`src/rtl/stackcalc_pkg.sv`:
```
// Shared sizing and FSM encoding for the stack calculator input path.
// Arbiter lock feature is gated by INPUT_ARB_LOCK_EN at the arbiter.
package stackcalc_pkg;
  localparam int SEL_W  = 3;
  localparam int DATA_W = 4;
  localparam int N_REQ  = 8;

  typedef enum logic [1:0] {
    ST_IDLE   = 2'd0,
    ST_SETTLE = 2'd1,
    ST_XFER   = 2'd2
  } arb_state_t;
endpackage

```
`src/rtl/input_arbiter_rr_pick.sv`:
```
// Combinational round-robin pick: first set req bit at or after ptr, modulo N_REQ.
module rr_pick import stackcalc_pkg::*; (
  input  logic [N_REQ-1:0] req,
  input  logic [SEL_W-1:0] ptr,
  output logic [SEL_W-1:0] idx,
  output logic             any
);
  logic [N_REQ-1:0] rot;
  logic [SEL_W-1:0] off;

  // Rotate so ptr lands on bit 0, take the lowest set bit, then rotate back.
  always_comb begin
    rot = '0;
    for (int i = 0; i < N_REQ; i++)
      rot[i] = req[SEL_W'(i) + ptr];
    off = '0;
    for (int i = N_REQ - 1; i >= 0; i--)
      if (rot[i]) off = SEL_W'(i);
  end

  assign idx = off + ptr;
  assign any = |req;
endmodule

```
`src/rtl/input_arbiter.sv`:
```
// Round-robin arbiter/sequencer driving the 8-way nibble selector and handing the
// captured nibble downstream on valid/ready. Optional burst lock: INPUT_ARB_LOCK_EN.
module input_arbiter import stackcalc_pkg::*; (
  input  logic              clk,
  input  logic              reset,
  input  logic [N_REQ-1:0]  req,
`ifdef INPUT_ARB_LOCK_EN
  input  logic              lock,
`endif
  output logic [N_REQ-1:0]  grant,
  output logic [SEL_W-1:0]  sel,
  input  logic [DATA_W-1:0] q_in,
  output logic [DATA_W-1:0] out_data,
  output logic              out_valid,
  input  logic              out_ready,
  output logic              busy
);
  arb_state_t       state;
  logic [SEL_W-1:0] ptr;
  logic [SEL_W-1:0] win;
  logic             any;

  rr_pick u_pick (.req(req), .ptr(ptr), .idx(win), .any(any));

  assign busy = (state != ST_IDLE);

  always_ff @(posedge clk or posedge reset) begin
    if (reset) begin
      state     <= ST_IDLE;
      ptr       <= '0;
      sel       <= '0;
      grant     <= '0;
      out_data  <= '0;
      out_valid <= 1'b0;
    end else begin
      case (state)
        ST_IDLE: if (any) begin
          sel   <= win;
          grant <= N_REQ'(1) << win;
          state <= ST_SETTLE;
        end
        ST_SETTLE: begin
          out_data  <= q_in;
          out_valid <= 1'b1;
          state     <= ST_XFER;
        end
        ST_XFER: if (out_ready) begin
          out_valid <= 1'b0;
`ifdef INPUT_ARB_LOCK_EN
          // Burst: keep the grant and re-capture from the same source.
          if (lock && req[sel]) begin
            state <= ST_SETTLE;
          end else begin
            grant <= '0;
            ptr   <= sel + SEL_W'(1);
            state <= ST_IDLE;
          end
`else
          grant <= '0;
          ptr   <= sel + SEL_W'(1);
          state <= ST_IDLE;
`endif
        end
        default: state <= ST_IDLE;
      endcase
    end
  end
endmodule

```
`config.mk`:
```
export PLATFORM = sky130hd
export DESIGN_NAME = input_arbiter
export DESIGN_NICKNAME = d
export VERILOG_FILES = /design/src/rtl/stackcalc_pkg.sv /design/src/rtl/input_arbiter_rr_pick.sv /design/src/rtl/input_arbiter.sv
export SDC_FILE = /design/constraint.sdc
export NUM_CORES = 1
export LEC_CHECK = 0
export CAP_MARGIN = 20
export CORE_UTILIZATION = 32
export DETAILED_ROUTE_END_ITERATION = 12
export DONT_BUFFER_PORTS = 1
export SLEW_MARGIN = 30
export SYNTH_ARGS = -nofsm -noshare
export SYNTH_HDL_FRONTEND = slang
export SYNTH_SLANG_ARGS = --single-unit
```
`constraint.sdc`:
```
create_clock -name clk -period 5.2 [get_ports clk]
set_input_delay 1.04 -clock clk [delete_from_list [all_inputs] [get_ports clk]]
set_output_delay 1.04 -clock clk [all_outputs]
set_load 0.02 [all_outputs]
```
==> run_results.csv <==
group,metric,value,unit
logic_synthesis,synth_top_flop_cell,"dfrtp_1",
finish,fillerInstances,537,
floorplan,dieArea,5550,um^2
sta,setup-tns-final,0,ns
clock_tree,clock-sinks,21,
floorplan,io_pins,32,
setup_path,reg2reg_depth,15,
detailed_routing,drt-met1-wl,1.43,mm
grt,first_global_vias,1256,
placed_design,port_buffers,0,
grt,grt_max_degree,22,
clock_tree,cts_resized,0,
detailed_routing,viasPerCell,5.42,
logic_synthesis,syn_nets,182,
setup_path,reg2reg_to,"grant[6]",
outcome,status,"completed",
sta,hold_viol,0,
clock_tree,insertion_delay,0.26,ns
detailed_routing,routed_wl,3.31,mm
floorplan,start_util,33.1,%
floorplan,dieWidth,74.5,um
clock_tree,cts.clk_slew.worst_paths,0.08,ns
clock_tree,cts_hold_buf,0,
logic_synthesis,ys_types,43,
sta,worstMarginPinSlew,0.768,ns
detailed_routing,drc,0,
clock_tree,post-cts-setup-buffers,0,
sta,fmax,245,MHz
setup_path,startpoint_type,"flip-flop",
detailed_routing,wl_met2,1.61,mm
clock_tree,h-tree-depth,1,
hold_path,hold_depth,2,
placed_design,place_area,1720,um^2
detailed_routing,drtIter0Drc,38,
sta,rsz0062_at_grt,"false",
floorplan,coreArea,5070,um^2
sta,relSlewSlack,48.7,%
finish,drive_gt1_share,18.2,%
floorplan,die_h,74.5,um
finish,area_growth,5.06,%
setup_path,cp_max_fo,10,
finish,antenna-diode-count,0,
sta,min_period_over_period,78.6,%
sta,period_minus_slack,4.09,ns
logic_synthesis,synth_edf_count,0,
detailed_routing,top_layer,"met4",
detailed_routing,wl_per_cell,14.5,um
placed_design,dp_hpwl,2.51,mm
logic_synthesis,ys_ff_latch,21,
setup_path,cp.arrival,4.29,ns
detailed_routing,wl_met3,203,um
finish,final_cell_mix,"dfrtp_1, nand2_1, nand3_1",
clock_tree,clock_path_buffers,2,
hold_path,hp-start,"grant[6]",
grt,grt_pass1_wl,5.78,mm
sta,fin_ws,1.11,ns
setup_path,r2r_slack,1.11,ns
clock_tree,cts_made_buffers,3,
finish,multi_input_comb_area,1070,um^2
grt,gr-total-overflow,0,
finish,nets,180,
setup_path,r2r-start,"ptr[1]",
hold_path,min_to,"grant[6]",
setup_path,required,5.40,ns
sta,finalMaxSlewViolations,0,
hold_path,hp-class,"flip-flop to flip-flop",
finish,final_area,1770,um^2
sta,fin_skew,0.00714,ns
finish,seqCellArea,526,um^2
logic_synthesis,avgSynthCellArea,10.4,um^2
grt,antenna_found_initial,0,
placed_design,gp_congestion,0.757,
setup_path,end_kind,"flip-flop",
clock_tree,root_buffer,"clkbuf_8",
detailed_routing,drtAntennaViolNets,0,
sta,setup_violations,0,
detailed_routing,dr.pass1.iters,4,
detailed_routing,vias,1241,
logic_synthesis,yosysWarnings,0,
logic_synthesis,synth.yosys.seq_area_share,31.3,%
placed_design,dpl_worst_slack,1.12,ns
setup_path,crit_type,"flip-flop to flip-flop",
finish,final_common_cell,"dfrtp_1",
grt,grt_use_total,13.5,%
floorplan,rows,26,
logic_synthesis,async_flop_share,100,%
flow_run,cap_viol_max_count,0,
logic_synthesis,netlist_area,1680,um^2
clock_tree,cts_tree,"built",
logic_synthesis,synth_cells,162,
==> sequential cells by signal, summed over array words and instances (netlist names) <==
name       cells
grant          8
out_data       4
ptr            3
sel            3
state          2
out_valid      1
==> per-stage QoR <==
stage	utilization [%]	cells	hold WS, ns
after floorplan	-	162	0.601
after global placement	33.9	225	0.636
after detailed placement	33.9	225	0.632
after CTS	34.8	229	0.659
after global routing	34.8	229	0.675
final	34.8	229	0.653
==> routing by layer <==
metal	vias up	track usage, %
met1	598	16.2
met2	51	23.4
li1	586	-
met3	6	2.57
met5	-	0
met4	0	6.29
==> worst max-delay path by stage <==
stage / from / slack (ns) / cells past startpoint / endpoint
2_1_floorplan: ptr[1] / 1.42 / 17 / grant[6]
3_3_place_gp: ptr[0] / 1.17 / 14 / grant[6]
3_5_place_dp: ptr[1] / 1.12 / 15 / grant[6]
4_1_cts: ptr[1] / 1.10 / 15 / grant[6]
5_1_grt: ptr[0] / 0.85 / 16 / grant[2]
6_report: ptr[1] / 1.11 / 15 / grant[6]
==> critical path, stage by stage, from the launching register on <==
cell and delay [ns]:
dfrtp_1 0.54, inv_1 0.16, ha_1 0.54, mux4_2 0.59
mux2i_1 0.23, nand2_1 0.09, and2_0 0.16, o21ai_0 0.16
a22oi_1 0.09, ha_1 0.18, inv_1 0.06, fa_1 0.49
or3_1 0.40, nor2_1 0.14, o21ai_0 0.10, nand3_1 0.09
==> synthesized netlist by cell type, types with 3 or more instances <==
cell type,number,area share [%]
nand2_1,18,4.0
nand3_1,18,5.4
buf_6,3,2.0
mux2_2,6,4.0
xnor2_1,3,1.6
mux4_2,10,13
ha_1,4,3.0
mux2i_1,6,3.6
nor2_1,9,2.0
dfrtp_1,21,31
inv_1,7,1.6
o21ai_0,12,3.6
xor2_1,3,1.6
==> cell type report <==
cell class              instances  area share, %
clock buffers                   4           2.55
flip-flops and latches         21           29.8
repair buffers                  2          0.850
multi-input cells             125           60.4
well taps                      70           4.96
inverters                       7           1.49
==> cell families after synthesis <==
kind of cell / count (synthesis) / synth area share (%)
simple gates: 66 / 20.1
mux: 26 / 26.8
flops: 21 / 31.3
buf+inv: 16 / 5.29
xor+xnor: 6 / 3.13
fa+ha+maj: 5 / 4.17
compound gates: 22 / 9.23
Power is not shown: default switching activity piles up to over one toggle a cycle in this logic, so the estimate is an artifact.
